$ cat config.mk
export PLATFORM = sky130hd
export DESIGN_NAME = mips_issue_ctrl_flat
export DESIGN_NICKNAME = d
export VERILOG_FILES = /design/src/rtl/mips_pkg.sv /design/src/rtl/mips_issue_ctrl_if.sv /design/src/rtl/mips_instr_decode.sv /design/src/rtl/mips_issue_ctrl.sv /design/src/flat_wrapper.sv
export SDC_FILE = /design/constraint.sdc
export NUM_CORES = 1
export LEC_CHECK = 0
export ABC_AREA = 0
export CAP_MARGIN = 20
export CELL_PAD_IN_SITES_DETAIL_PLACEMENT = 1
export CELL_PAD_IN_SITES_GLOBAL_PLACEMENT = 1
export CORE_MARGIN = 2
export CORE_UTILIZATION = 32
export CTS_CLUSTER_SIZE = 16
export DETAILED_ROUTE_END_ITERATION = 7
export PLACE_DENSITY = 0.88
export SYNTH_ARGS = -nofsm -noshare
export SYNTH_HDL_FRONTEND = slang
export SYNTH_SLANG_ARGS = --single-unit
$ cat constraint.sdc
create_clock -name clk1 -period 2.6 [get_ports clk1]
set_input_delay 0.39 -clock clk1 [delete_from_list [all_inputs] [get_ports clk1]]
set_output_delay 0.39 -clock clk1 [all_outputs]
set_load 0.05 [all_outputs]
$ cat src/rtl/mips_pkg.sv
// Shared constants for the MIPS issue controller: instruction field positions,
// opcodes and the issue FSM state type.
package mips_pkg;

  localparam int OP_MSB = 31;
  localparam int OP_LSB = 26;
  localparam int RS_MSB = 25;
  localparam int RS_LSB = 21;
  localparam int RT_MSB = 20;
  localparam int RT_LSB = 16;
  localparam int RD_MSB = 15;
  localparam int RD_LSB = 11;

  // ALU register-register ops occupy 000000 up to this opcode
  localparam logic [5:0] OP_ALU_MAX = 6'b000101;
  localparam logic [5:0] OP_LW      = 6'b001000;
  localparam logic [5:0] OP_SW      = 6'b001001;
  localparam logic [5:0] OP_ADDI    = 6'b001010;
  localparam logic [5:0] OP_SUBI    = 6'b001011;
  localparam logic [5:0] OP_SLTI    = 6'b001100;
  localparam logic [5:0] OP_BNEQZ   = 6'b001101;
  localparam logic [5:0] OP_BEQZ    = 6'b001110;
  localparam logic [5:0] OP_HLT     = 6'b111111;

  typedef enum logic [1:0] {
    RUN     = 2'd0,
    BR_WAIT = 2'd1,
    DRAIN   = 2'd2,
    HALTED  = 2'd3
  } state_t;

endpackage

$ cat src/rtl/mips_issue_ctrl_if.sv
// ID/EX handshake bundle between the pipeline and the issue controller.
interface mips_issue_ctrl_if;

  logic        id_valid;
  logic [31:0] id_instr;
  logic        br_resolve;
  logic        br_taken;
  logic        issue;
  logic        stall;
  logic        flush;
  logic        halted;
  logic [31:0] wr_pending;

  modport master (
    output id_valid, id_instr, br_resolve, br_taken,
    input  issue, stall, flush, halted, wr_pending
  );

  modport slave (
    input  id_valid, id_instr, br_resolve, br_taken,
    output issue, stall, flush, halted, wr_pending
  );

endinterface

$ cat src/rtl/mips_instr_decode.sv
// Combinational operand/destination decode of the instruction held in ID.
module mips_instr_decode
  import mips_pkg::*;
(
  input  logic [31:0] instr,
  output logic [4:0]  rd_a,
  output logic        rd_a_en,
  output logic [4:0]  rd_b,
  output logic        rd_b_en,
  output logic [4:0]  wr_dst,
  output logic        wr_en,
  output logic        is_branch,
  output logic        is_halt
);

  logic [5:0] op;
  logic [4:0] rs;
  logic [4:0] rt;
  logic [4:0] rd;
  logic       unused_low;

  assign op = instr[OP_MSB:OP_LSB];
  assign rs = instr[RS_MSB:RS_LSB];
  assign rt = instr[RT_MSB:RT_LSB];
  assign rd = instr[RD_MSB:RD_LSB];
  // shamt/funct/immediate bits play no part in hazard detection
  assign unused_low = ^instr[RD_LSB-1:0];

  always_comb begin
    rd_a      = rs;
    rd_b      = rt;
    rd_a_en   = 1'b0;
    rd_b_en   = 1'b0;
    wr_dst    = 5'd0;
    wr_en     = 1'b0;
    is_branch = 1'b0;
    is_halt   = 1'b0;
    if (op <= OP_ALU_MAX) begin
      rd_a_en = 1'b1;
      rd_b_en = 1'b1;
      wr_dst  = rd;
      wr_en   = 1'b1;
    end else begin
      case (op)
        OP_LW, OP_ADDI, OP_SUBI, OP_SLTI: begin
          rd_a_en = 1'b1;
          wr_dst  = rt;
          wr_en   = 1'b1;
        end
        OP_SW: begin
          rd_a_en = 1'b1;
          rd_b_en = 1'b1;
        end
        OP_BNEQZ, OP_BEQZ: begin
          rd_a_en   = 1'b1;
          is_branch = 1'b1;
        end
        OP_HLT:  is_halt = 1'b1;
        default: ;
      endcase
    end
  end

endmodule

$ cat src/rtl/mips_issue_ctrl.sv
// Issue/hazard controller: RAW interlock via an in-flight write line,
// branch hold until resolution, and drain-then-halt on HLT.
module mips_issue_ctrl
  import mips_pkg::*;
#(
  parameter int WB_LAT = 3
) (
  input logic              clk1,
  input logic              rst,
  mips_issue_ctrl_if.slave bus
);

  logic [4:0] rd_a, rd_b, wr_dst;
  logic       rd_a_en, rd_b_en, wr_en, is_branch, is_halt;

  mips_instr_decode u_dec (
    .instr     (bus.id_instr),
    .rd_a      (rd_a),
    .rd_a_en   (rd_a_en),
    .rd_b      (rd_b),
    .rd_b_en   (rd_b_en),
    .wr_dst    (wr_dst),
    .wr_en     (wr_en),
    .is_branch (is_branch),
    .is_halt   (is_halt)
  );

  state_t      state, state_nxt;
  logic        vld_p [WB_LAT];
  logic [4:0]  dst_p [WB_LAT];
  logic [31:0] pend;
  logic        hazard;
  logic        issue;
  logic        flush;

  always_comb begin
    pend = '0;
    for (int i = 0; i < WB_LAT; i++) begin
      if (vld_p[i]) pend[dst_p[i]] = 1'b1;
    end
  end

  // R0 is never recorded in the line, so pend[0] can never raise a hazard
  assign hazard = (rd_a_en & pend[rd_a]) | (rd_b_en & pend[rd_b]);

  always_comb begin
    state_nxt = state;
    issue     = 1'b0;
    flush     = 1'b0;
    case (state)
      RUN: begin
        issue = bus.id_valid & ~hazard & ~rst;
        if (issue & is_branch)    state_nxt = BR_WAIT;
        else if (issue & is_halt) state_nxt = DRAIN;
      end
      BR_WAIT: begin
        if (bus.br_resolve) begin
          flush     = bus.br_taken & ~rst;
          state_nxt = RUN;
        end
      end
      DRAIN: begin
        if (pend == '0) state_nxt = HALTED;
      end
      HALTED: ;
    endcase
  end

  assign bus.issue      = issue;
  assign bus.flush      = flush;
  assign bus.stall      = (bus.id_valid & ~issue) | (state != RUN);
  assign bus.halted     = (state == HALTED);
  assign bus.wr_pending = pend;

  // Stage boundary: FSM state and write-line valid bits
  always_ff @(posedge clk1) begin
    if (rst) begin
      state <= RUN;
      for (int i = 0; i < WB_LAT; i++) vld_p[i] <= 1'b0;
    end else begin
      state    <= state_nxt;
      vld_p[0] <= issue & wr_en & (wr_dst != 5'd0);
      for (int i = 1; i < WB_LAT; i++) vld_p[i] <= vld_p[i-1];
    end
  end

  // Stage boundary: write-line destinations, qualified by vld_p
  always_ff @(posedge clk1) begin
    dst_p[0] <= wr_dst;
    for (int i = 1; i < WB_LAT; i++) dst_p[i] <= dst_p[i-1];
  end

endmodule

$ cat src/flat_wrapper.sv
// flat-port wrapper written by rule: the top's interface ports become plain ports
module mips_issue_ctrl_flat import mips_pkg::*;
#(
  parameter int WB_LAT = 3
)
  (clk1, rst, bus_id_valid, bus_id_instr, bus_br_resolve, bus_br_taken, bus_issue, bus_stall, bus_flush, bus_halted, bus_wr_pending);
  mips_issue_ctrl_if bus_i ();
  input logic clk1;
  input logic rst;
  input wire logic [$bits(bus_i.id_valid)-1:0] bus_id_valid;
  input wire logic [$bits(bus_i.id_instr)-1:0] bus_id_instr;
  input wire logic [$bits(bus_i.br_resolve)-1:0] bus_br_resolve;
  input wire logic [$bits(bus_i.br_taken)-1:0] bus_br_taken;
  output wire logic [$bits(bus_i.issue)-1:0] bus_issue;
  output wire logic [$bits(bus_i.stall)-1:0] bus_stall;
  output wire logic [$bits(bus_i.flush)-1:0] bus_flush;
  output wire logic [$bits(bus_i.halted)-1:0] bus_halted;
  output wire logic [$bits(bus_i.wr_pending)-1:0] bus_wr_pending;
  assign bus_i.id_valid = bus_id_valid;
  assign bus_i.id_instr = bus_id_instr;
  assign bus_i.br_resolve = bus_br_resolve;
  assign bus_i.br_taken = bus_br_taken;
  assign bus_issue = bus_i.issue;
  assign bus_stall = bus_i.stall;
  assign bus_flush = bus_i.flush;
  assign bus_halted = bus_i.halted;
  assign bus_wr_pending = bus_i.wr_pending;
  mips_issue_ctrl #(.WB_LAT(WB_LAT)) u_core (.clk1(clk1), .rst(rst), .bus(bus_i));
endmodule
==> impl_summary.txt, run 1 <==
----------------------------------------------------
[Status]
  Run status ... complete, but fails checks
  Violated checks ... setup timing

[Setup path]
  Largest fanout on the critical path ... 11
  CP arrival ... 3.22 ns
  Critical register-to-register path endpoint ... u_core.state[0]
  Slack of the worst reg-to-reg path ... -1.01 ns
  Category of the most critical setup path ... reg -> out
  Type of destination of the critical path ... output port
  Critical Path Start Type ... register
  Req. time, crit path ... 2.21 ns
  Worst Reg-to-Reg Cells ... 13
  Worst reg2reg path startpoint ... u_core.dst_p[0][5]

[Yosys]
  Leading post-synthesis cells by instance count ... sky130_fd_sc_hd__nor2_1, sky130_fd_sc_hd__inv_1, sky130_fd_sc_hd__nor3_1, sky130_fd_sc_hd__nand2_1, sky130_fd_sc_hd__dfxtp_1
  Share of synthesized cell area in and, or, nand and nor gates ... 38.92%
  Top-count cell post-synth ... sky130_fd_sc_hd__nor2_1
  Number of different library cells in the post-synthesis netlist ... 74
  Post-synth top area share ... 14.69%
  Synthesized netlist net count ... 420
  Complex-gate fraction of the synthesized area ... 30.56%
  Post-Synth Adder-Cell Area ... 1.836%
  Most instantiated flip-flop cell in the synthesis netlist ... sky130_fd_sc_hd__dfxtp_1
  Sequential fraction of the synthesis area ... 14.69%
  Synthesized flop and latch total ... 20
  Mapped cell area ... 2726 um2
  Average instance area after synthesis ... 7.194 um2
  Yosys Warn Count ... 0
  Multiplexer share of the synthesized area ... 4.773%
  Xor/xnor cell area share of the yosys netlist ... 0.3212%
  Synth area leaders ... sky130_fd_sc_hd__dfxtp_1, sky130_fd_sc_hd__nor2_1, sky130_fd_sc_hd__nor3_1
  Number of enable flip-flop cells after synthesis ... 0
  Dominant combinational cell family by area after synthesis ... simple AND/OR/NAND/NOR gates
  Gate count of the mapped netlist ... 379
  Cell taking the most area after synthesis ... sky130_fd_sc_hd__dfxtp_1
  Post-synth ARST share ... 0%

[GRT]
  Final global-route overflow total ... 0
  Initial antenna violation count ... 0
  Number of global-route vias before repair ... 4958
  Pin count of the biggest net entering global routing ... 13
  GRT Total Usage ... 43.60%
  Wire length of the first global-routing pass ... 29570 um

[Clock tree]
  CTS Root Cell ... sky130_fd_sc_hd__clkbuf_8
  Number of buffers added by the clock tree synthesis step ... 3
  Clock latency reported for the late side of the worst-skew pair ... 0.27 ns
  Maximum buffer depth of the clock tree ... 2
  Sink count of the clock tree ... 20
  Clock tree from TritonCTS ... built
  Worst-path clk slew ... 0.08 ns
  Clock H-tree levels ... 1

[Cells and area]
  Footprint of the multi-input gates ... 2670 um2
  Core utilization of the finished layout ... 68.71%
  Final instance count without filler cells ... 714
  Layout fillers ... 926
  Layout overhead on the synthesized area ... 108.1%
  Number of antenna repair diodes ... 0
  Layout cell share with drive strength beyond 1 ... 57.96%
  Register area ... 439.2 um2
  Final net count ... 651
  Finished Cell Area ... 5674 um2

[Placement]
  Input/output buffers ... 61
  HPWL after detailed placement ... 13030 um
  Placer congestion estimate ... 1.063
  Post-place setup slack ... -0.8737 ns
  Post-placement cell area ... 4692 um2
  Placed cells ... 670

[Pwr]
  NetSw ... 540.0 uW
  Sequential fraction of design power ... 25.9%
  Comb power frac ... 50.0%
  Leakage power ... 2.439 nW
  Clock network power share ... 24.1%
  Maximum VDD drop ... 0.3289 mV
  Switching share of power ... 39.35%
  PD cells ... 241.8 nW/um2
  Power Total ... 1.372 mW
  Cell-internal power ... 832.2 uW

[STA]
  Tightest Pin Transition ... 0.6715 ns
  Final Max Slew Viols ... 0
  Skew final ... 0.002245 ns
  Crit path time final ... 3.614 ns
  Total negative slack for setup checks ... -5.079 ns
  Total setup violations reported at the end of the flow ... 7
  Period Utilization, post-route ... 139.0%
  Maximum achievable frequency ... 276.7 MHz
  Endpoints failing hold ... 0
  Slew Limit Headroom ... 55.08%
  Worst hold slack ... 0.3915 ns
  Worst Slack Setup Final ... -1.014 ns
  Unrepaired setup endpoints after global routing ... yes

[Floorplan]
  IO Pins ... 73
  Die extent in y ... 96.31 um
  Standard-cell row count ... 33
  Floorplan Core Area ... 8258 um2
  Total Die Area ... 9275 um2
  Width of the die ... 96.31 um
  Initial Utilization ... 33.02%

[Route]
  DRC violations left ... 0
  Per-cell via count in the routed design ... 7.062
  Routed wire per std cell ... 33.78 um
  Number of iterations in the first detailed-routing pass ... 6
  Remaining number of nets flagged by the antenna check after routing ... 0
  Drt total wl ... 24120 um
  Iteration-0 DRC count of the detailed router ... 716
  Overall via count from detail_route ... 5042

[Hold path]
  Hold endpoint ... u_core.dst_p[0][12]
  Hold Startpoint ... u_core.dst_p[0][7]
  Class of the most critical hold timing path ... reg -> reg
  Number of cells on the worst hold path ... 0

[Flow run]
  Max Cap Violations ... 0

----------------------------------------------------
## critical path: stages (launching register included)
cell and delay, ns:
sky130_fd_sc_hd__dfxtp_2 0.50, sky130_fd_sc_hd__nand2b_4 0.21, sky130_fd_sc_hd__buf_12 0.18, sky130_fd_sc_hd__o41ai_4 0.55
sky130_fd_sc_hd__mux4_2 0.40, sky130_fd_sc_hd__mux2i_1 0.12, sky130_fd_sc_hd__nor3_2 0.31, sky130_fd_sc_hd__a31oi_2 0.09
sky130_fd_sc_hd__o211a_4 0.28, sky130_fd_sc_hd__a21oi_4 0.12, sky130_fd_sc_hd__buf_6 0.17
## power groups by stage
| stage | Sequential (mW) | Clock [mW] | Combinational [mW] |
|---|---|---|---|
| after floorplan | 0.348 | 0 | 0.300 |
| after detailed placement | 0.360 | 0 | 0.518 |
| after global routing | 0.358 | 0.340 | 0.700 |
| final | 0.356 | 0.330 | 0.686 |
| after global placement | 0.355 | 0 | 0.482 |
| after CTS | 0.351 | 0.328 | 0.561 |
## logic make-up (layout without fill, tap and decap cells)
family                     count (synthesis)  after routing
buffers and inverters                     56            286
and+or+nand+nor                          185            185
muxes                                      8              8
AOI/OAI and AO/OA                        105            105
xor gates and xnor gates                   1              1
adders and majority gates                  4              4
DFF                                       20             20
## repair_timing
action,4_1_cts,5_1_grt
hold buffers,0,0
buffers inserted,18,22
setup endpoints to repair,6,6
pin swaps,23,23
gates cloned,0,0
gates resized for setup,76,54
## worst max-delay path by stage
stage	from	endpoint	slack, ns	cells after the start
floorplan	u_core.vld_p[0][1]	bus_stall	-0.41	9
global placement	bus_id_instr[23]	bus_stall	-0.64	11
detailed placement	bus_id_instr[23]	bus_stall	-0.87	9
CTS	u_core.vld_p[0][2]	bus_stall	-0.69	11
global route	u_core.dst_p[0][13]	bus_stall	-1.04	11
finish	u_core.dst_p[0][5]	bus_stall	-1.01	10
## registers in the layout, indices dropped and copies added (netlist names)
name and flops:
u_core.dst_p 15, u_core.vld_p 3, u_core.state 2
## routing by layer
layer	share of wire, %	vias to the layer above	GRT usage (%)	routed length (um)
met2	45	546	72.11	10740
met5	0	-	0	0
li1	-	1910	-	-
met3	12	229	11.82	2774
met4	10	0	36.50	2491
met1	34	2357	45.81	8116
## placed cells by master (no fill, tap or decap), types with 6 or more instances in the layout
master	instances
sky130_fd_sc_hd__nor2_2	8
sky130_fd_sc_hd__buf_12	18
sky130_fd_sc_hd__a21oi_1	8
sky130_fd_sc_hd__o21ai_0	6
sky130_fd_sc_hd__nand2_1	19
sky130_fd_sc_hd__nor3_2	9
sky130_fd_sc_hd__o22ai_1	7
sky130_fd_sc_hd__clkdlybuf4s50_1	25
sky130_fd_sc_hd__nor3_1	14
sky130_fd_sc_hd__dfxtp_4	7
sky130_fd_sc_hd__buf_6	19
sky130_fd_sc_hd__dfxtp_2	10
sky130_fd_sc_hd__nand2b_1	8
sky130_fd_sc_hd__buf_4	185
sky130_fd_sc_hd__nand3b_1	9
sky130_fd_sc_hd__or2_2	6
sky130_fd_sc_hd__o32ai_2	7
sky130_fd_sc_hd__nor2_1	41
sky130_fd_sc_hd__nand4_1	7
sky130_fd_sc_hd__inv_1	31
## area by class of cell
cell class / count / area share (%)
clock buffers: 3 / 0.7277
clock inverters: 1 / 0.5292
inverters: 33 / 2.205
multi-input cells: 303 / 47.06
flip-flops and latches: 20 / 7.740
well taps: 105 / 2.315
repair buffers: 249 / 39.43
Power figures use the tool's default switching activity.
==> run 2, diff against run 1 <==
Settings changed: PLACE_DENSITY 0.88 to 0.83.
==> impl_summary.txt, run 2 (synthesis results as in run 1) <==
----------------------------------------------------
[STA]
  Unrepaired setup endpoints after global routing ... yes
  Tightest Pin Transition ... 0.6616 ns (-0.009923 ns)
  Final Max Slew Viols ... 0 (unchanged)
  Total setup violations reported at the end of the flow ... 6 (-1)
  Worst Slack Setup Final ... -1.138 ns (-0.1239 ns)
  Skew final ... 0.007562 ns (+0.005316 ns)
  Endpoints failing hold ... 0 (unchanged)
  Worst hold slack ... 0.4260 ns (+0.03452 ns)
  Period Utilization, post-route ... 143.8% (+4.8 points)
  Crit path time final ... 3.738 ns (+0.1239 ns)
  Maximum achievable frequency ... 267.5 MHz (-3.3%)
  Slew Limit Headroom ... 55.74% (+0.66 points)

[Status]
  Violated checks ... setup timing
  Run status ... complete, but fails checks

[Setup path]
  Critical register-to-register path endpoint ... u_core.state[0]
  Worst Reg-to-Reg Cells ... 12 (-1)
  Critical Path Start Type ... register
  Category of cells accounting for the largest share of critical-path delay ... compound AO/OA/AOI/OAI gates
  Type of destination of the critical path ... output port
  CP arrival ... 3.35 ns (+0.13 ns)
  Category of the most critical setup path ... reg -> out
  Count of buffering cells on the critical path with inverters included ... 2 (unchanged)
  Critical path cell sequence ... buf_4 -> nand4b_1 -> o22a_1 -> a221oi_2 -> o21a_1 -> a2111oi_4 -> nor4_4 -> nor2_2 -> o211a_4 -> a21oi_4 -> buf_6
  Slack of the worst reg-to-reg path ... -0.71 ns (+0.30 ns)
  CP max-delay cell ... sky130_fd_sc_hd__nor4_4
  Worst reg2reg path startpoint ... u_core.dst_p[0][1]
  Biggest cell delay along the critical path ... 0.46 ns (-0.09 ns)
  Largest fanout on the critical path ... 10 (-1)
  Req. time, crit path ... 2.21 ns (about the same)

[Floorplan]
  Total Die Area ... 9275 um2 (unchanged)
  Width of the die ... 96.31 um (unchanged)
  Floorplan Core Area ... 8258 um2 (unchanged)
  Die extent in y ... 96.31 um (unchanged)
  Initial Utilization ... 33.02% (unchanged)
  IO Pins ... 73 (unchanged)
  Standard-cell row count ... 33 (unchanged)

[GRT]
  GRT Total Usage ... 40.38% (-3.2 points)
  Number of global-route vias before repair ... 4862 (-1.9%)
  Pin count of the biggest net entering global routing ... 13 (unchanged)
  Final global-route overflow total ... 0 (unchanged)
  Initial antenna violation count ... 0 (unchanged)
  Wire length of the first global-routing pass ... 27530 um (-6.9%)

[Cells and area]
  Leading cell type in the layout, fill and taps excluded ... sky130_fd_sc_hd__buf_4
  Finished Cell Area ... 5406 um2 (-4.7%)
  Number of antenna repair diodes ... 0 (unchanged)
  Layout overhead on the synthesized area ... 98.30%
  Max FFs per register ... 15 (unchanged)
  Core utilization of the finished layout ... 65.47% (-3.2 points)
  Layout cell share with drive strength beyond 1 ... 54.27% (-3.7 points)
  Final instance count without filler cells ... 691 (-3.2%)
  Registers with the highest flip-flop counts ... u_core.dst_p x15, u_core.vld_p x3, u_core.state x2
  Largest register by flop count ... u_core.dst_p
  Commonest cells after routing, fill and taps aside ... sky130_fd_sc_hd__buf_4, sky130_fd_sc_hd__nor2_1, sky130_fd_sc_hd__inv_1
  Final net count ... 628 (-3.5%)

[Route]
  Remaining number of nets flagged by the antenna check after routing ... 0 (unchanged)
  Overall via count from detail_route ... 4902 (-2.8%)
  Iteration-0 DRC count of the detailed router ... 719 (+0.42%)
  Number of iterations in the first detailed-routing pass ... 6 (unchanged)
  Routed wire per std cell ... 32.80 um (-2.9%)
  DRC violations left ... 0 (unchanged)
  Per-cell via count in the routed design ... 7.094 (+0.46%)
  Drt total wl ... 22670 um (-6.0%)

[Placement]
  Post-placement cell area ... 4742 um2 (+1.1%)
  Input/output buffers ... 61 (unchanged)
  Placed cells ... 670 (unchanged)
  HPWL after detailed placement ... 12950 um (-0.58%)
  Placer congestion estimate ... 1.087 (+2.2%)

[Clock tree]
  Clock latency reported for the late side of the worst-skew pair ... 0.27 ns (about the same)
  Number of buffers added by the clock tree synthesis step ... 3 (unchanged)
  Maximum buffer depth of the clock tree ... 2 (unchanged)
  Clock H-tree levels ... 1 (unchanged)
  CTS Root Cell ... sky130_fd_sc_hd__clkbuf_8
  Worst-path clk slew ... 0.09 ns (about the same)
  Sink count of the clock tree ... 20 (unchanged)
  Clock tree from TritonCTS ... built

[Pwr]
  Leakage power ... 2.284 nW (-6.3%)
  Sequential fraction of design power ... 27.2% (+1.3 points)
  Switching share of power ... 39.44% (+0.083 points)
  Cell-internal power ... 794.9 uW (-4.5%)
  Comb power frac ... 47.7% (-2.3 points)
  Clock network power share ... 25.1% (+1.0 points)
  PD cells ... 242.8 nW/um2 (+0.38%)
  NetSw ... 517.6 uW (-4.2%)
  Maximum VDD drop ... 0.5246 mV (+59%)

[Hold path]
  Hold endpoint ... u_core.dst_p[0][6]
  Hold Startpoint ... u_core.dst_p[0][1]
  Class of the most critical hold timing path ... reg -> reg
  Number of cells on the worst hold path ... 0 (unchanged)

[Flow run]
  Max Cap Violations ... 0 (unchanged)

----------------------------------------------------
==> run 2: worst max-delay path by stage <==
stage / endpoint / from / cells past startpoint / slack, ns
6_report: bus_stall / u_core.dst_p[0][9] / 11 / -1.14
5_1_grt: bus_stall / u_core.dst_p[0][1] / 12 / -1.27
4_1_cts: bus_stall / u_core.dst_p[0][3] / 10 / -0.74
3_5_place_dp: bus_stall / bus_id_instr[23] / 11 / -0.69
3_3_place_gp: bus_stall / bus_id_instr[23] / 11 / -0.56
2_1_floorplan: bus_stall / u_core.vld_p[0][1] / 9 / -0.41
==> run 2: power by group through the flow <==
stage          sequential [mW]  clock, mW  combinational [mW]
6_report                 0.358      0.329               0.626
5_1_grt                  0.357      0.344               0.642
4_1_cts                  0.354      0.328               0.541
3_5_place_dp             0.362          0               0.516
3_3_place_gp             0.357          0               0.484
2_1_floorplan            0.348          0               0.300
==> run 2: layout make-up <==
| cell class | count | area [um2] |
|---|---|---|
| fill | 964 | 2851 |
| multi-input combinational | 303 | 2594 |
| timing repair buffer | 226 | 2044 |
| sequential | 20 | 441.7 |
| tap | 105 | 131.4 |
| inverter | 33 | 123.9 |
| clock buffer | 3 | 41.29 |
| clock inverter | 1 | 30.03 |
==> run 2: what timing repair did <==
item                       CTS  global route
gates resized for setup     52            48
setup buffers                8            10
setup endpoints to repair    6             6
hold buffers                 0             0
pin swaps                   10            28
gates cloned                 0             0
==> run 2: per-layer routing <==
layer,global-route usage [%],vias to the layer above,routed length (um)
li1,-,1865,-
met1,43.47,2254,7620
met2,68.46,540,9847
met3,9.632,243,2711
met4,29.81,0,2485
met5,0,-,0
==> run 2: worst reg2reg max path: stages (launching register included) <==
cell and delay, ns:
sky130_fd_sc_hd__dfxtp_4 0.40, sky130_fd_sc_hd__buf_6 0.14, sky130_fd_sc_hd__buf_4 0.12, sky130_fd_sc_hd__nand2b_1 0.22, sky130_fd_sc_hd__o22a_1 0.37, sky130_fd_sc_hd__o21ai_2 0.19
sky130_fd_sc_hd__or4_4 0.47, sky130_fd_sc_hd__nor4_4 0.23, sky130_fd_sc_hd__buf_4 0.16, sky130_fd_sc_hd__nand4_1 0.09, sky130_fd_sc_hd__a221o_1 0.41, sky130_fd_sc_hd__nor3_1 0.33
sky130_fd_sc_hd__nor3_2 0.07
==> run 2: stage by stage <==
step | power [mW] | worst slack (ns) | TNS (ns)
after floorplan | 0.6476 | -0.4100 | -0.5823
after CTS | 1.223 | -0.7378 | -2.128
after global routing | 1.343 | -1.272 | -4.784
final | 1.312 | -1.138 | -4.145
after detailed placement | 0.8785 | -0.6887 | -3.210
after global placement | 0.8411 | -0.5567 | -2.409
==> run 3, diff against run 2 <==
Settings changed: CORE_UTILIZATION 32 to 33, CTS_BUF_LIST set to sky130_fd_sc_hd__clkbuf_4 sky130_fd_sc_hd__clkbuf_8, PLACE_DENSITY 0.83 to 0.84, SKIP_LAST_GASP set to 1, SYNTH_HIERARCHICAL set to 1.
==> impl_summary.txt, run 3 <==
----------------------------------------------------
[Placement]
  Placed cells ... 667 (-0.45%)
  HPWL after detailed placement ... 12410 um (-4.2%)
  Input/output buffers ... 61 (unchanged)
  Post-placement cell area ... 4656 um2 (-1.8%)
  Placer congestion estimate ... 1.099 (+1.1%)

[Yosys]
  Synthesized flop and latch total ... 20 (unchanged)
  Most instantiated flip-flop cell in the synthesis netlist ... sky130_fd_sc_hd__dfxtp_1
  Synthesized netlist net count ... 426 (+1.4%)
  Cell taking the most area after synthesis ... sky130_fd_sc_hd__dfxtp_1
  Yosys Warn Count ... 6 (+6)
  Gate count of the mapped netlist ... 384 (+1.3%)
  Mapped cell area ... 2882 um2 (+5.7%)
  Average instance area after synthesis ... 7.504 um2 (+4.3%)
  Top-count cell post-synth ... sky130_fd_sc_hd__nor2_1
  Sequential fraction of the synthesis area ... 13.89% (-0.79 points)
  Post-synth ARST share ... 0% (unchanged)
  Number of different library cells in the post-synthesis netlist ... 87 (+18%)
  Post-synth top area share ... 13.89% (-0.79 points)
  Number of enable flip-flop cells after synthesis ... 0 (unchanged)
  Synth area leaders ... sky130_fd_sc_hd__dfxtp_1, sky130_fd_sc_hd__nor2_1, sky130_fd_sc_hd__nand2_1
  Leading post-synthesis cells by instance count ... sky130_fd_sc_hd__nor2_1, sky130_fd_sc_hd__nand2_1, sky130_fd_sc_hd__inv_1, sky130_fd_sc_hd__dfxtp_1, sky130_fd_sc_hd__buf_4

[Floorplan]
  Width of the die ... 97.45 um (+1.2%)
  Die extent in y ... 97.45 um (+1.2%)
  Floorplan Core Area ... 8593 um2 (+4.1%)
  Standard-cell row count ... 34 (+3.0%)
  Initial Utilization ... 33.53% (+0.52 points)
  Total Die Area ... 9496 um2 (+2.4%)
  IO Pins ... 73 (unchanged)

[Cells and area]
  Layout fillers ... 997 (+3.4%)
  Number of antenna repair diodes ... 0 (unchanged)
  Layout overhead on the synthesized area ... 87.54%
  Layout cell share with drive strength beyond 1 ... 57.44% (+3.2 points)
  Core utilization of the finished layout ... 62.89% (-2.6 points)
  Final instance count without filler cells ... 693 (+0.29%)
  Commonest cells after routing, fill and taps aside ... sky130_fd_sc_hd__buf_4, sky130_fd_sc_hd__nor2_1, sky130_fd_sc_hd__nand2_1
  Leading cell type in the layout, fill and taps excluded ... sky130_fd_sc_hd__buf_4
  Max FFs per register ... 15 (unchanged)
  Final net count ... 629 (+0.16%)
  Largest register by flop count ... u_core/dst_p
  Finished Cell Area ... 5404 um2 (about the same)
  Registers with the highest flip-flop counts ... u_core/dst_p x15, u_core/vld_p x3, u_core/state x2

[Setup path]
  Slack of the worst reg-to-reg path ... -0.46 ns (+0.25 ns)
  CP max-delay cell ... sky130_fd_sc_hd__mux4_2
  Type of destination of the critical path ... output port
  Category of cells accounting for the largest share of critical-path delay ... simple AND/OR/NAND/NOR gates
  Critical path cell sequence ... buf_4 -> nand3b_1 -> o22ai_2 -> nor2_2 -> mux4_2 -> and3_4 -> nor4_4 -> nor4_4 -> buf_4 -> o21ai_4 -> buf_6
  CP arrival ... 3.01 ns (-0.34 ns)
  Biggest cell delay along the critical path ... 0.49 ns (+0.03 ns)
  Critical Path Start Type ... register
  Critical register-to-register path endpoint ... u_core/state[1]
  Count of buffering cells on the critical path with inverters included ... 3 (+1)
  Worst Reg-to-Reg Cells ... 11 (-1)
  Largest fanout on the critical path ... 6 (-4)
  Category of the most critical setup path ... reg -> out
  Worst reg2reg path startpoint ... u_core/dst_p[0][1]
  Req. time, crit path ... 2.21 ns (about the same)

[Clock tree]
  Clock tree from TritonCTS ... built
  Number of buffers inserted by hold repair at cts ... 0 (unchanged)
  Number of buffers added by the clock tree synthesis step ... 3 (unchanged)
  Sink count of the clock tree ... 20 (unchanged)
  Clock latency reported for the late side of the worst-skew pair ... 0.27 ns (about the same)
  Worst-path clk slew ... 0.07 ns (-0.02 ns)
  Maximum buffer depth of the clock tree ... 2 (unchanged)
  CTS Root Cell ... sky130_fd_sc_hd__clkbuf_8
  Clock H-tree levels ... 1 (unchanged)

[Route]
  Remaining number of nets flagged by the antenna check after routing ... 0 (unchanged)
  DRC violations left ... 0 (unchanged)
  Metal1 wirelength ... 7150 um (-6.2%)
  Drt total wl ... 19960 um (-12%)
  Overall via count from detail_route ... 4606 (-6.0%)
  Total length of routed met2 wires ... 9578 um (-2.7%)
  Iteration-0 DRC count of the detailed router ... 447 (-38%)
  Met3 WL post-DR ... 1504 um (-45%)
  Per-cell via count in the routed design ... 6.646 (-6.3%)
  Uppermost metal layer occupied by signal nets ... met4
  Number of iterations in the first detailed-routing pass ... 4 (-2)
  Routed wire per std cell ... 28.81 um (-12%)

[STA]
  Endpoints failing hold ... 0 (unchanged)
  Tightest Pin Transition ... 0.5629 ns (-0.09873 ns)
  Worst hold slack ... 0.3945 ns (-0.03147 ns)
  Total setup violations reported at the end of the flow ... 5 (-1)
  Final Max Slew Viols ... 0 (unchanged)
  Slew Limit Headroom ... 62.13% (+6.4 points)
  Unrepaired setup endpoints after global routing ... yes
  Skew final ... 0.01543 ns (+0.007868 ns)
  Maximum achievable frequency ... 293.9 MHz (+9.9%)
  Period Utilization, post-route ... 130.9% (-13 points)
  Crit path time final ... 3.403 ns (-0.3355 ns)
  Total negative slack for setup checks ... -2.629 ns (+1.516 ns)
  Worst Slack Setup Final ... -0.8028 ns (+0.3355 ns)

[GRT]
  Wire length of the first global-routing pass ... 24920 um (-9.5%)
  Final global-route overflow total ... 0 (unchanged)
  Pin count of the biggest net entering global routing ... 15 (+2)
  Number of global-route vias before repair ... 4568 (-6.0%)
  Initial antenna violation count ... 0 (unchanged)
  GRT Total Usage ... 33.17% (-7.2 points)

[Flow run]
  Max Cap Violations ... 0 (unchanged)

[Hold path]
  Class of the most critical hold timing path ... reg -> reg
  Hold Startpoint ... u_core/dst_p[0][1]
  Number of cells on the worst hold path ... 0 (unchanged)
  Hold endpoint ... u_core/dst_p[0][6]

[Pwr]
  PD cells ... 224.0 nW/um2 (-7.7%)
  Maximum VDD drop ... 0.2869 mV (-45%)
  Leakage power ... 2.440 nW (+6.8%)

[Status]
  Violated checks ... setup timing
  Run status ... complete, but fails checks

----------------------------------------------------
run 3: stage by stage:
stage	power, mW	setup slack [ns]
after floorplan	0.6373	-0.3950
after global placement	0.8114	-0.5723
after detailed placement	0.8473	-0.6506
after CTS	1.084	-0.6226
after global routing	1.248	-0.8584
final	1.211	-0.8028
run 3: how the worst max path moves through the flow:
stage                                  start         to  slack (ns)  depth (start not counted)
after floorplan           u_core/dst_p[0][8]  bus_stall       -0.40                          9
after global placement      bus_id_instr[22]  bus_issue       -0.57                         10
after detailed placement    bus_id_instr[22]  bus_issue       -0.65                         10
after CTS                 u_core/vld_p[0][1]  bus_issue       -0.62                          9
after global routing      u_core/vld_p[0][1]  bus_stall       -0.86                         14
final                     u_core/dst_p[0][3]  bus_stall       -0.80                         11
run 3: cell families after synthesis:
family | share of synthesized area (%)
buffers and inverters | 10.16
flip-flops | 13.89
adder cells (fa/ha/maj) | 2.171
AO/OA/AOI/OAI | 34.00
multiplexers | 1.172
XOR/XNOR | 0.3040
AND/OR/NAND/NOR | 38.30
run 3: final cells by class:
class                   count  area, um2  share of cell area, %
inverters                  26      103.9                  1.922
clock buffers               3      41.29                 0.7641
well taps                 108      135.1                  2.501
flip-flops and latches     20      442.9                  8.196
repair buffers            231       2004                  37.09
multi-input cells         305       2676                  49.53
run 3: power breakdown:
group	internal [mW]	leakage, nW	switching, mW	total (mW)
registers	0.319	0.173	0.0360	0.355
clock network	0.104	0.0216	0.117	0.221
logic	0.277	2.25	0.357	0.635
total	0.700	2.44	0.510	1.21
run 3: timing repair:
| item | CTS | global route |
|---|---|---|
| pin swaps | 26 | 31 |
| setup endpoints to repair | 5 | 5 |
| cloned | 0 | 0 |
| resized for setup | 63 | 69 |
| setup buffers | 7 | 16 |
run 3: per-layer routing:
| layer | vias to the layer above | GRT usage [%] |
|---|---|---|
| met5 | - | 0 |
| met4 | 0 | 20.51 |
| met3 | 136 | 3.381 |
| met2 | 352 | 60.16 |
| met1 | 2241 | 36.88 |
| li1 | 1877 | - |
